## config.mk

```make
export PLATFORM = sky130hd
export DESIGN_NAME = handshake_transmitter
export DESIGN_NICKNAME = d
export VERILOG_FILES = /design/src/rtl/handshake_transmitter.sv
export SDC_FILE = /design/constraint.sdc
export NUM_CORES = 1
export LEC_CHECK = 0
export ABC_AREA = 1
export CAP_MARGIN = 40
export CORE_MARGIN = 2
export CORE_UTILIZATION = 54
export CTS_BUF_LIST = sky130_fd_sc_hd__clkbuf_4
export CTS_CLUSTER_SIZE = 12
export DETAILED_ROUTE_END_ITERATION = 10
export PLACE_DENSITY = 0.81
export SYNTH_ARGS = -nofsm -noshare
export SYNTH_HDL_FRONTEND = slang
export SYNTH_SLANG_ARGS = --single-unit
```

## constraint.sdc

```tcl
create_clock -name clk_fpga -period 4 [get_ports clk_fpga]
set_input_delay 0.4 -clock clk_fpga [delete_from_list [all_inputs] [get_ports clk_fpga]]
set_output_delay 0.4 -clock clk_fpga [all_outputs]
set_load 0.03 [all_outputs]
```

## src/rtl/handshake_transmitter.sv

```systemverilog
// ---------------------------------------------------------------------------
// handshake_transmitter
//
// Sending end of the 8-bit four-phase req/ack parallel link. One byte at a
// time is taken from local logic over a valid/ready pair and presented to the
// remote receiver with this sequence: data, setup delay, req up, ack up,
// req down, ack down. On the controller board it carries PWM duty commands to
// the filtering FPGA. A dead or stuck link is detected with an ack timeout,
// and the FSM always returns to IDLE.
//
// Parameters
//   SETUP_CYCLES    clocks o_dados is stable before o_req rises (1..255)
//   SYNC_STAGES     flip-flop stages on i_ack ahead of the FSM (2..4)
//   TIMEOUT_CYCLES  max clocks in either ack phase; 0 disables the timeout
//
// Ports
//   clk_fpga        in   1  system clock, rising edge
//   reset           in   1  synchronous, active-high reset
//   i_dado_tx       in   8  byte to send, sampled when i_enviar & o_pronto
//   i_enviar        in   1  local valid
//   o_pronto        out  1  local ready, high only in IDLE
//   o_dados         out  8  link data bus
//   o_req           out  1  link request (registered)
//   i_ack           in   1  link acknowledge (asynchronous)
//   o_concluido     out  1  1-cycle pulse: transfer completed cleanly
//   o_erro_timeout  out  1  1-cycle pulse: ack timeout occurred
// ---------------------------------------------------------------------------
module handshake_transmitter #(
    parameter int SETUP_CYCLES   = 2,
    parameter int SYNC_STAGES    = 2,
    parameter int TIMEOUT_CYCLES = 1000
) (
    input  logic       clk_fpga,
    input  logic       reset,
    input  logic [7:0] i_dado_tx,
    input  logic       i_enviar,
    output logic       o_pronto,
    output logic [7:0] o_dados,
    output logic       o_req,
    input  logic       i_ack,
    output logic       o_concluido,
    output logic       o_erro_timeout
);

    localparam int CNT_MAX = (SETUP_CYCLES > TIMEOUT_CYCLES) ? SETUP_CYCLES : TIMEOUT_CYCLES;
    localparam int CNT_W   = $clog2(CNT_MAX + 1);

    localparam logic [CNT_W-1:0] CNT_SAT      = CNT_W'(CNT_MAX);
    // The setup counter runs 0..SETUP_CYCLES, so o_req is first high
    // SETUP_CYCLES+1 edges after the capture edge.
    localparam logic [CNT_W-1:0] SETUP_LAST   = CNT_W'(SETUP_CYCLES);
    localparam bit               TIMEOUT_EN   = (TIMEOUT_CYCLES != 0);
    localparam logic [CNT_W-1:0] TIMEOUT_LAST = TIMEOUT_EN ? CNT_W'(TIMEOUT_CYCLES - 1) : '0;

    typedef enum logic [1:0] {
        S_IDLE,
        S_SETUP,
        S_WAIT_ACK_H,
        S_WAIT_ACK_L
    } state_t;

    state_t           state, state_nxt;
    logic [CNT_W-1:0] cnt, cnt_nxt, cnt_inc;
    logic [7:0]       dados_nxt;
    logic             req_nxt;
    logic             concluido_nxt;
    logic             erro_nxt;
    logic             timed_out, timed_out_nxt;   // this transfer already had a timeout
    logic             timeout_hit;

    logic [SYNC_STAGES-1:0] ack_sync;
    logic                   ack_s;

    assign ack_s    = ack_sync[SYNC_STAGES-1];
    assign o_pronto = (state == S_IDLE);

    // Counters saturate instead of wrapping.
    assign cnt_inc = (cnt == CNT_SAT) ? cnt : cnt + 1'b1;

    // NOTE: sequential state uses non-blocking assignments so every register
    // samples the pre-edge values, independent of statement order.
    always_ff @(posedge clk_fpga) begin
        if (reset) begin
            state          <= S_IDLE;
            cnt            <= '0;
            o_dados        <= 8'h00;
            o_req          <= 1'b0;
            o_concluido    <= 1'b0;
            o_erro_timeout <= 1'b0;
            timed_out      <= 1'b0;
            ack_sync       <= '0;
        end else begin
            state          <= state_nxt;
            cnt            <= cnt_nxt;
            o_dados        <= dados_nxt;
            o_req          <= req_nxt;
            o_concluido    <= concluido_nxt;
            o_erro_timeout <= erro_nxt;
            timed_out      <= timed_out_nxt;
            ack_sync       <= {ack_sync[SYNC_STAGES-2:0], i_ack};
        end
    end

    // NOTE: every output of this block gets a default first, so no path can
    // leave one unassigned and infer a latch.
    always_comb begin
        state_nxt     = state;
        cnt_nxt       = cnt;
        dados_nxt     = o_dados;
        req_nxt       = o_req;
        concluido_nxt = 1'b0;
        erro_nxt      = 1'b0;
        timed_out_nxt = timed_out;
        timeout_hit   = TIMEOUT_EN && (cnt == TIMEOUT_LAST);

        case (state)
            S_IDLE: begin
                if (i_enviar) begin
                    dados_nxt     = i_dado_tx;
                    cnt_nxt       = '0;
                    timed_out_nxt = 1'b0;
                    state_nxt     = S_SETUP;
                end
            end
            S_SETUP: begin
                if (cnt == SETUP_LAST) begin
                    req_nxt   = 1'b1;
                    cnt_nxt   = '0;
                    state_nxt = S_WAIT_ACK_H;
                end else begin
                    cnt_nxt = cnt_inc;
                end
            end
            S_WAIT_ACK_H: begin
                // A stale ack already high on entry is accepted as the ack.
                if (ack_s) begin
                    req_nxt   = 1'b0;
                    cnt_nxt   = '0;
                    state_nxt = S_WAIT_ACK_L;
                end else if (timeout_hit) begin
                    req_nxt       = 1'b0;
                    erro_nxt      = 1'b1;
                    timed_out_nxt = 1'b1;
                    cnt_nxt       = '0;
                    state_nxt     = S_WAIT_ACK_L;
                end else begin
                    cnt_nxt = cnt_inc;
                end
            end
            S_WAIT_ACK_L: begin
                if (!ack_s) begin
                    // A transfer that already timed out never reports completion.
                    concluido_nxt = !timed_out;
                    cnt_nxt       = '0;
                    state_nxt     = S_IDLE;
                end else if (timeout_hit) begin
                    // ack is still stuck high here; give up and go idle.
                    erro_nxt  = 1'b1;
                    cnt_nxt   = '0;
                    state_nxt = S_IDLE;
                end else begin
                    cnt_nxt = cnt_inc;
                end
            end
            default: begin
                state_nxt = S_IDLE;
            end
        endcase
    end

endmodule

```

After elaboration in Yosys (flattened, before gate mapping)
Cells that the tools add are included.

storage, ports and cells
  logic and storage cells = 57
  register bits = 26
  output and inout port bits = 12

cells by class
  bitwise gates (word level) = 1
  add/subtract/negate cells = 1
  equal/unequal tests = 12
  reduce and logical (&&, ||, !) cells = 9
  mux-type cells = 26

operators with widths
  kind                                            number
  2-to-1 mux 10 bit                               6
  case mux 10 bit (4 select lines)                1
  == test 10 bit, second input constant           2
  2-to-1 mux 2 bit                                6
  adder 10 x 1 -> 10 bit, second input constant   1
  == test 10 x 2 -> 1 bit, second input constant  1
  2-to-1 mux 1 bit                                9
  inequality test 2 bit, second input constant    4
  case mux 2 bit (4 select lines)                 1
  AND reduction 4 bit                             2
  inequality test 3 bit, second input constant    2
  case mux 1 bit (2 select lines)                 3
  == test 2 bit, second input constant            2
  nonzero test 2 bit                              2
  AND reduction 3 bit                             1
  OR reduction 3 bit                              1
  == test 2 x 1 -> 1 bit, second input constant   1
  logical NOT 2 bit                               1
  AND reduction 2 bit                             1
  logical NOT 1 bit                               1
  inverter 1 bit                                  1

Depth between registers and ports, before layout
  depth in word-level cells = 5
  gate-level depth with buffers = 10
  mapped depth without buffers = 10

Worst setup path before layout
Ideal clock, no wire load.

  path kind = register to register
  start point = reg state[1]
  end point = reg cnt[0]
  setup slack = 2.415 ns
  arrival = 1.515 ns
  cell stages (with the launch flop) = 8
  library setup time = 0.070 ns
  cell sequence = dfxtp_1 inv_1 ha_1 inv_1 nor2_1 clkbuf_1 nand2_1 a21oi_1

on the way
  cells in the longest elaborated chain, start to end = 2
  elaborated cells on any way between the ends = 6
  those cells by class = eq/ne (4); mux (1); reduce/logical (1)

ends and longest elaborated chain
  what                                                                       line  source
  start: declaration                                                         62    state_t state, state_nxt;
  start signal: assignment                                                   93    state <= state_nxt;
  logical NOT 2 bit (*)                                                      --
  net o_pronto                                                               37    output logic o_pronto,
  case mux 10 bit (4 select lines) or inequality test 2 bit (tied branches)  --
  end signal: assignment                                                     94    cnt <= cnt_nxt;
  end: declaration                                                           63    logic [CNT_W-1:0] cnt, cnt_nxt, cnt_inc;

The timed path passes the listed nets; every way through them passes the cells marked *.
A chain may end at the register's enable or synchronous reset.

Worst setup path after layout
  start point = reg state[1]
  end point = out o_pronto

on the way
  cells in the longest elaborated chain, start to end = 1

ends and longest elaborated chain
  what               line  source
  logical NOT 2 bit  75    assign o_pronto = (state == S_IDLE);
  end: declaration   37

No other way between the ends.

==> reports/results.tsv <==
stage	metric	value	unit
critical_path	crit_start	state[1]$_SDFFE_PP0P_	
critical_path	crit_cells	3	
yosys	synth_xor_area_share	2.39	%
critical_path	regToRegEndpoint	state[1]$_SDFFE_PP0P_	
drt	post-route-drc-count	0	
floorplan	ios	24	
critical_path	rr_worst_depth	8	
sta	rsz0062_at_grt	false	
pwr	leakage	0.000740	uW
floorplan	die_area	3150	um2
sta	final.setup.tns	0	ns
critical_path	worstPathCellList	inv_1, ha_1, clkdlybuf4s50_1	
cells_and_area	final_cells	259	
sta	fin_crit_sh	52.8	%
clocking	cts.sinks	26	
pwr	pwr-share-clk	14.3	%
pwr	switching_share	41.3	%
clocking	cts_max_level	1	
critical_path	r2r_slack	2.02	ns
floorplan	rows	18	
clocking	cts_buffer_depth	2	
pwr	powerDensity	464	nW/um2
pwr	intPower	467	uW
global_route	grt_pass1_vias	1265	
drt	ant_nets	0	
floorplan	core_area	2520	um2
hold_path	min_from	timed_out$_SDFFE_PP0P_	
run	drv_cap	0	
drt	wl	3.13	mm
cells_and_area	drive_gt1_share	6.55	%
critical_path	cpLargestDelayFamily	buffers and inverters	
sta	setup_violations	0	
drt	drt_first_pass_iters	6	
yosys	synth_seq_cells	26	
pwr	p_comb_share	45.7	%
global_route	grt_start_max_net_pins	18	
cells_and_area	fin_area	1720	um2
clocking	postCtsResizedCells	0	
yosys	synth_top_family_by_area	simple AND/OR/NAND/NOR gates	
yosys	syn_avg_cell_area	7.10	um2
yosys	synthMuxAreaShare	0	%
placed_design	io_buffers	23	
clocking	tritoncts	done	
floorplan	die_y	56.2	um
clocking	post_cts_buffers	0	
cells_and_area	register_area	520	um2
global_route	grt_use_total	21.1	%
critical_path	path_max_fanout	4	
floorplan	die_w	56.2	um
critical_path	worstSetupStartpointType	flop	
drt	drt_iter0_drc	41	
yosys	synth.distinct_cells	24	
placed_design	hpwl	2.45	mm
sta	max_freq	473	MHz
pwr	p_sw	329	uW
critical_path	critical_path_class	flop to primary output	
status	status	completed	
sta	hold_violations	0	
global_route	grt_pass1_wl	5.33	mm
yosys	synthCells	207	
drt	wl_per_cell	12.1	um
clocking	cts_root_buffer	clkbuf_4	
hold_path	hold_depth	1	
critical_path	timing.rr.start	state[1]$_SDFFE_PP0P_	
cells_and_area	fin_nets	249	
critical_path	setup.worst_path.end	o_pronto	
clocking	path_clk_slew	0.14	ns
clocking	clk_latency	0.32	ns
hold_path	min_path_type	flop to flop	
critical_path	end_kind	primary output	
cells_and_area	diodes	0	
sta	finalWorstSetupSlack	1.89	ns
clocking	hold_buffers	0	
drt	avgViaCountPerCell	5.18	
sta	slew_headroom	52.4	%
sta	fin_skew	0.00247	ns
yosys	synthAdderAreaFrac	5.96	%
critical_path	cp_data_arrival_time	1.71	ns
yosys	synth-seq-area-share	35.4	%
global_route	gr-total-overflow	0	
critical_path	slowest_delay	0.69	ns
cells_and_area	syn2layout_area_growth	16.9	%
floorplan	initial_core_util	58.2	%
placed_design	post-place-ws	2.05	ns
pwr	p_seq_share	40.0	%
sta	drv_slew	0	
yosys	synth.net_count	226	
cells_and_area	fillers	231	
sta	worst_pin_slew	0.711	ns
critical_path	path_buf_inv	2	
critical_path	cpMaxStageDelayCell	clkdlybuf4s50_1	
placed_design	dp.cells	255	
sta	layout_min_cycle_time	2.11	ns
placed_design	postPlaceCellArea	1690	um2
pwr	ir_worst_vdd	0.452	mV
critical_path	critical_path_required	3.60	ns
placed_design	gp_congestion	0.888	
yosys	synth_compound_area_share	8.77	%
drt	dr_total_vias	1342	
global_route	grt_antenna_before_repair	0	
yosys	synthesis.area	1470	um2
yosys	synth-simple-area-share	38.2	%
cells_and_area	multiInputGateArea	812	um2
clocking	numCtsBuffers	3	
yosys	ys_warn_count	0	
sta	hold_ws	0.436	ns
[synthesized netlist by cell type]
| master | n | share of area, % |
|---|---|---|
| a211oi_1 | 1 | 0.51 |
| a21oi_1 | 12 | 4.1 |
| buf_2 | 1 | 0.34 |
| buf_6 | 2 | 1.5 |
| buf_8 | 1 | 1.0 |
| clkbuf_1 | 1 | 0.26 |
| dfxtp_1 | 26 | 35 |
| ha_1 | 7 | 6.0 |
| inv_1 | 22 | 5.6 |
| inv_2 | 2 | 0.51 |
| nand2_1 | 48 | 12 |
| nand2_2 | 2 | 0.85 |
| nand2_4 | 4 | 3.1 |
| nand3_1 | 18 | 6.1 |
| nand3_4 | 1 | 1.2 |
| nand3b_1 | 1 | 0.51 |
| nand3b_4 | 1 | 1.4 |
| nand4_1 | 3 | 1.3 |
| nor2_1 | 37 | 9.5 |
| nor2_8 | 1 | 1.4 |
| nor3_1 | 2 | 0.68 |
| o21ai_0 | 9 | 3.1 |
| o21ai_4 | 1 | 1.1 |
| xor2_1 | 4 | 2.4 |
[power groups by stage]
stage                     Sequential, uW  Combinational, uW  Clock (uW)
after global placement               321                353           0
after global routing                 323                401         127
final                                318                364         114
after detailed placement             325                364           0
after floorplan                      368                223           0
after CTS                            319                365         117
[layer usage]
| metal | GRT usage, % | vias up | part of all wire [%] |
|---|---|---|---|
| met1 | 25.6 | 605 | 44 |
| li1 | - | 695 | - |
| met3 | 2.79 | 4 | 4.3 |
| met2 | 38.0 | 38 | 50 |
| met5 | 0 | - | 0 |
| met4 | 6.80 | 0 | 1.1 |
[layout make-up]
cell class                 count  area share [%]
sequential                    26            30.3
clock buffer                   3            1.31
tap                           30            2.19
inverter                      24            5.25
multi-input combinational    152            47.3
timing repair buffer          23            13.4
clock inverter                 1           0.219
[cell usage in the layout (no fill, tap or decap)]
| cell | synthesis | layout |
|---|---|---|
| nand2_1 | 48 | 48 |
| nor2_1 | 37 | 37 |
| dfxtp_1 | 26 | 26 |
| clkdlybuf4s50_1 | 0 | 23 |
| inv_1 | 22 | 22 |
| nand3_1 | 18 | 18 |
| a21oi_1 | 12 | 12 |
| o21ai_0 | 9 | 9 |
| ha_1 | 7 | 7 |
| nand2_4 | 4 | 4 |
| xor2_1 | 4 | 4 |
| nand4_1 | 3 | 3 |
| clkbuf_4 | 0 | 3 |
| inv_2 | 2 | 2 |
| nand2_2 | 2 | 2 |
| nor3_1 | 2 | 2 |
| nor2_8 | 1 | 1 |
| nand3_4 | 1 | 1 |
| o21ai_4 | 1 | 1 |
| nand3b_1 | 1 | 1 |
| nand3b_4 | 1 | 1 |
| a211oi_1 | 1 | 1 |
| clkinv_1 | 0 | 1 |
[per-stage QoR]
stage | power, uW | util [%]
floorplan | 591 | -
global placement | 674 | 67.0
detailed placement | 689 | 67.0
CTS | 801 | 68.1
global route | 851 | 68.1
finish | 796 | 68.1
[kinds of logic after synthesis]
kind of cell,count (synthesis)
xor+xnor,4
buf+inv,29
fa+ha+maj,7
compound gates,23
simple gates,118
flops,26
[how the worst min path moves through the flow]
stage	end
floorplan	ack_sync[1]$_SDFF_PP0_
global placement	ack_sync[1]$_SDFF_PP0_
detailed placement	o_concluido$_SDFF_PP0_
CTS	o_concluido$_SDFF_PP0_
global route	ack_sync[1]$_SDFF_PP0_
finish	o_concluido$_SDFF_PP0_
[registers in the layout, indices dropped and copies added (netlist names)]
signal          cells
o_concluido         1
timed_out           1
cnt                10
o_dados             8
state               2
ack_sync            2
o_erro_timeout      1
o_req               1
Power figures use the tool's default switching activity.
==> variant 1: new RTL, same flow settings <==
Set the parameter `SETUP_CYCLES` to 4 (it was 2).
--- a/src/rtl/handshake_transmitter.sv
+++ b/src/rtl/handshake_transmitter.sv
@@ -27,5 +27,5 @@
 // ---------------------------------------------------------------------------
 module handshake_transmitter #(
-    parameter int SETUP_CYCLES   = 2,
+    parameter int SETUP_CYCLES   = 4,
     parameter int SYNC_STAGES    = 2,
     parameter int TIMEOUT_CYCLES = 1000
Behaviour: not the same (a bounded check fails within 10 cycles, from zero or initial values and one cycle with reset high).
==> variant 1 against the original RTL <==
  * Non-clock buffer count did not move
  * Total power up 2.0%
  * Design area decreased by 4.4%
  * Routed wire length down 2.6%
  * Critical path type unchanged
  * Sequential cell count unchanged
  * Setup slack worse by 31 ps
  * Highest routed layer unchanged
  * Synthesized area down 5.4%
  * Final cell count shrank 4.2%
  * Clock skew increased by 2.9 ps
  * Die area shrank 5.0%
==> variant 1: results (changes against the original RTL) <==
| Metric | Value |
|---|---|
| DR vias/cell | `5.29 (was 5.18)` |
| Area contributors post-synth | `dfxtp_1 (37%), nand2_1 (9.5%), nor2_1 (7.6%) (was dfxtp_1 (35%), nand2_1 (12%), nor2_1 (9.5%))` |
| Critical Path AT | `1740 ps (was 1710 ps)` |
| Worst-case reg-to-reg path depth | `7 (was 8)` |
| Met2 wire length | `1.52 mm (was 1.58 mm)` |
| Via Count | `1312 (was 1342)` |
| Critical path's largest stage delay | `710 ps (was 690 ps)` |
| First-pass GRT wire length | `4.93 mm (was 5.33 mm)` |
| Synth Area per Inst | `7.06 µm² (was 7.10 µm²)` |
| Met3 usage | `2.46% (was 2.79%)` |
| Peak supply drop | `0.000377 V (was 0.000452 V)` |
| Met3 WL | `141 µm (was 134 µm)` |
| Hold path endpoint | `ack_sync[1]$_SDFF_PP0_ (was o_concluido$_SDFF_PP0_)` |
| Met1 WL | `1.38 mm (about the same)` |
| Post-synth top cells | `nand2_1 (35), nor2_1 (28), dfxtp_1 (26) (was nand2_1 (48), nor2_1 (37), dfxtp_1 (26))` |
| Seq/Total Area, Yosys | `37.4% (was 35.4%)` |
| Hold Startpoint | `ack_sync[0]$_SDFF_PP0_ (was timed_out$_SDFFE_PP0P_)` |
| Yosys cell types | `26 (was 24)` |
| Met2 global-route usage | `37.3% (was 38.0%)` |
| Status | `complete, no violations (unchanged)` |
| Internal Pwr Total | `463 µW (was 467 µW)` |
| Largest net degree at the start of global routing | `15 (was 18)` |
| Power share of the clock group | `14.0% (was 14.3%)` |
| P_leak | `0.650 nW (was 0.740 nW)` |
| Drt total wl | `3.05 mm (was 3.13 mm)` |
| Reg2Reg Setup Slack | `2180 ps (was 2020 ps)` |
| Crit-path max FO | `5 (was 4)` |
| Met1 Track Usage GR | `29.4% (was 25.6%)` |
==> variant 1: cell count changes after synthesis, sizes merged, moves of 2 or more <==
cell   change
a21oi      +2
nand3      -7
nand4      +4
nand2     -11
nor2       -3
xor2       -2
o21ai      +2
==> variant 1: worst max-delay path by stage <==
stage,startpoint,end,slack (ps),cells after the start
final,state[0]$_SDFFE_PP0P_,o_pronto,1860,3
after global routing,state[0]$_SDFFE_PP0P_,o_pronto,1750,3
after CTS,state[0]$_SDFFE_PP0P_,o_pronto,1840,3
after detailed placement,reset,cnt[5]$_SDFFE_PP0P_,2100,4
after global placement,reset,timed_out$_SDFFE_PP0P_,2170,4
after floorplan,state[0]$_SDFFE_PP0P_,cnt[3]$_SDFFE_PP0P_,2460,7
==> variant 1: kinds of logic (layout without fill, tap and decap cells) <==
| group | Yosys count | in the layout | share of synthesized area [%] |
|---|---|---|---|
| compound gates | 28 | 28 | 10.9 |
| flops | 26 | 26 | 37.4 |
| simple gates | 104 | 104 | 35.2 |
| xor+xnor | 2 | 2 | 1.26 |
| buf+inv | 31 | 52 | 9.81 |
| fa+ha+maj | 6 | 6 | 5.40 |
==> variant 1: stage by stage <==
stage          utilization, %  total power [mW]  setup slack (ps)
4_1_cts                  66.9             0.814              1840
3_5_place_dp             65.8             0.702              2100
2_1_floorplan               -             0.591              2460
5_1_grt                  66.9             0.869              1750
3_3_place_gp             65.8             0.688              2170
6_report                 66.9             0.811              1860
==> variant 1: area by class of cell <==
type	instances	area, µm²
fill	230	813
multi-input combinational	140	733
sequential	26	520
timing repair buffer	23	230
inverter	25	93.8
tap	30	37.5
clock buffer	3	22.5
clock inverter	1	3.75
==> variant 1: critical path: cells and delay by family, from the launching register on <==
family | cells | cell delay [ps]
fa+ha+maj | 1 | 270
buf+inv | 2 | 810
flops | 1 | 350
==> variant 2: new RTL, config.mk and constraints unchanged <==
Made on the original files. Encoding of `state_t`: now one-hot (4 bits for 4 states).
--- a/src/rtl/handshake_transmitter.sv
+++ b/src/rtl/handshake_transmitter.sv
@@ -53,9 +53,9 @@
     localparam logic [CNT_W-1:0] TIMEOUT_LAST = TIMEOUT_EN ? CNT_W'(TIMEOUT_CYCLES - 1) : '0;
 
-    typedef enum logic [1:0] {
-        S_IDLE,
-        S_SETUP,
-        S_WAIT_ACK_H,
-        S_WAIT_ACK_L
+    typedef enum logic [3:0] {
+        S_IDLE       = 4'b0001,
+        S_SETUP      = 4'b0010,
+        S_WAIT_ACK_H = 4'b0100,
+        S_WAIT_ACK_L = 4'b1000
     } state_t;
 
Behaviour: same outputs for any inputs over 10 cycles, from zero or initial values and one cycle with reset high; not proved beyond that.
==> variant 2 against the original RTL <==
  * Global-route usage down 1.0 points
  * Worst hold slack worse by 21 ps
  * Routed wire length down 4.3%
  * Fmax down 1.6%
  * Synthesized area down 0.43%
  * Via count down 1.6%
  * Design area up 2.3%
  * Sequential cell count up 2
  * Critical endpoint unchanged
  * Non-clock buffer count unchanged
  * Setup slack worse by 34 ps
Power is not compared: it rests on default switching activity, and its combinational part moved more than twofold at a synthesized area within 25%.
==> variant 2: results (changes against the original RTL) <==
| Metric | Value |
|---|---|
| Drt total wl | `3.00 mm (was 3.13 mm)` |
| Top flop regs | `cnt: 10 flops, o_dados: 8 flops, state: 4 flops (was cnt: 10 flops, o_dados: 8 flops)` |
| Number of global-route vias before repair | `1186 (was 1265)` |
| Seq/Total Area, Yosys | `38.3% (was 35.4%)` |
| Reg2Reg Setup Slack | `2470 ps (was 2020 ps)` |
| Multi-input combinational area share | `43.8% (was 47.3%)` |
| Synth Area per Inst | `6.83 µm² (was 7.10 µm²)` |
| Multi-input gates | `154 (was 152)` |
| Non-clk buf share | `13.1% (was 13.4%)` |
| Total power draw | `608 µW` |
| Critical Path AT | `1750 ps (was 1710 ps)` |
| Via Count | `1321 (was 1342)` |
| Critical path's largest stage delay | `660 ps (was 690 ps)` |
| Placed instance area | `1700 µm² (was 1690 µm²)` |
| Detailed placement HPWL | `2.20 mm (was 2.45 mm)` |
| WHS | `414 ps (was 436 ps)` |
| Hold path cells | `2 (was 1)` |
| Layout Area Growth over Synthesis | `20.0% (was 16.9%)` |
| Hold path endpoint | `ack_sync[1]$_SDFF_PP0_ (was o_concluido$_SDFF_PP0_)` |
| Syn Nets | `229 (was 226)` |
| First-pass GRT wire length | `5.09 mm (was 5.33 mm)` |
| #FFs+latches synth | `28 (was 26)` |
| Clk_skew | `9.09 ps (was 2.47 ps)` |
| Placed cells | `263 (was 255)` |
| Hold Startpoint | `ack_sync[0]$_SDFF_PP0_ (was timed_out$_SDFFE_PP0P_)` |
| Status | `complete, no violations (unchanged)` |
| Fillers | `216 (was 231)` |
| Yosys cell types | `25 (was 24)` |
| Largest net degree at the start of global routing | `19 (was 18)` |
| Register area | `561 µm² (was 520 µm²)` |
| DR WL/cell | `11.2 µm (was 12.1 µm)` |
| Post-Syn Area | `1460 µm² (was 1470 µm²)` |
| Starting DRC count in detailed routing | `44 (was 41)` |
| Inverters | `28 (was 24)` |
| Clk cell area share | `2.99% (was 1.53%)` |
| Final #Nets | `253 (was 249)` |
| GR Util All Layers | `20.1% (was 21.1%)` |
| Share of cells above drive strength 1 | `10.1% (was 6.55%)` |
| Final Critical Period | `2150 ps (was 2110 ps)` |
-- variant 2: cell count changes after synthesis, sizes merged, moves of 2 or more --
| cell | before | now |
|---|---|---|
| a21oi | 12 | 14 |
| buf | 4 | 2 |
| dfxtp | 26 | 28 |
| ha | 7 | 3 |
| inv | 24 | 28 |
| nand2 | 54 | 73 |
| nand4 | 3 | 6 |
| nor2 | 38 | 29 |
| o21ai | 10 | 0 |
| o21bai | 0 | 2 |
| xor2 | 4 | 0 |
-- variant 2: layer usage --
metal  global-route usage (%)  share of wire, %  up-vias
li1                         -                 -      725
met1                     25.5                46      568
met2                     33.9                49       23
met3                     3.02               3.5        5
met4                     7.82               1.3        0
met5                        0                 0        -
-- variant 2: kinds of logic (layout without fill, tap and decap cells) --
family                   count (synthesis)  in the layout  share of synthesized area (%)
adder cells (fa/ha/maj)                  3              3                           2.57
AO/OA/AOI/OAI                           17             17                           7.27
AND/OR/NAND/NOR                        134            134                           42.8
flip-flops                              28             28                           38.3
buffers and inverters                   32             55                           9.07
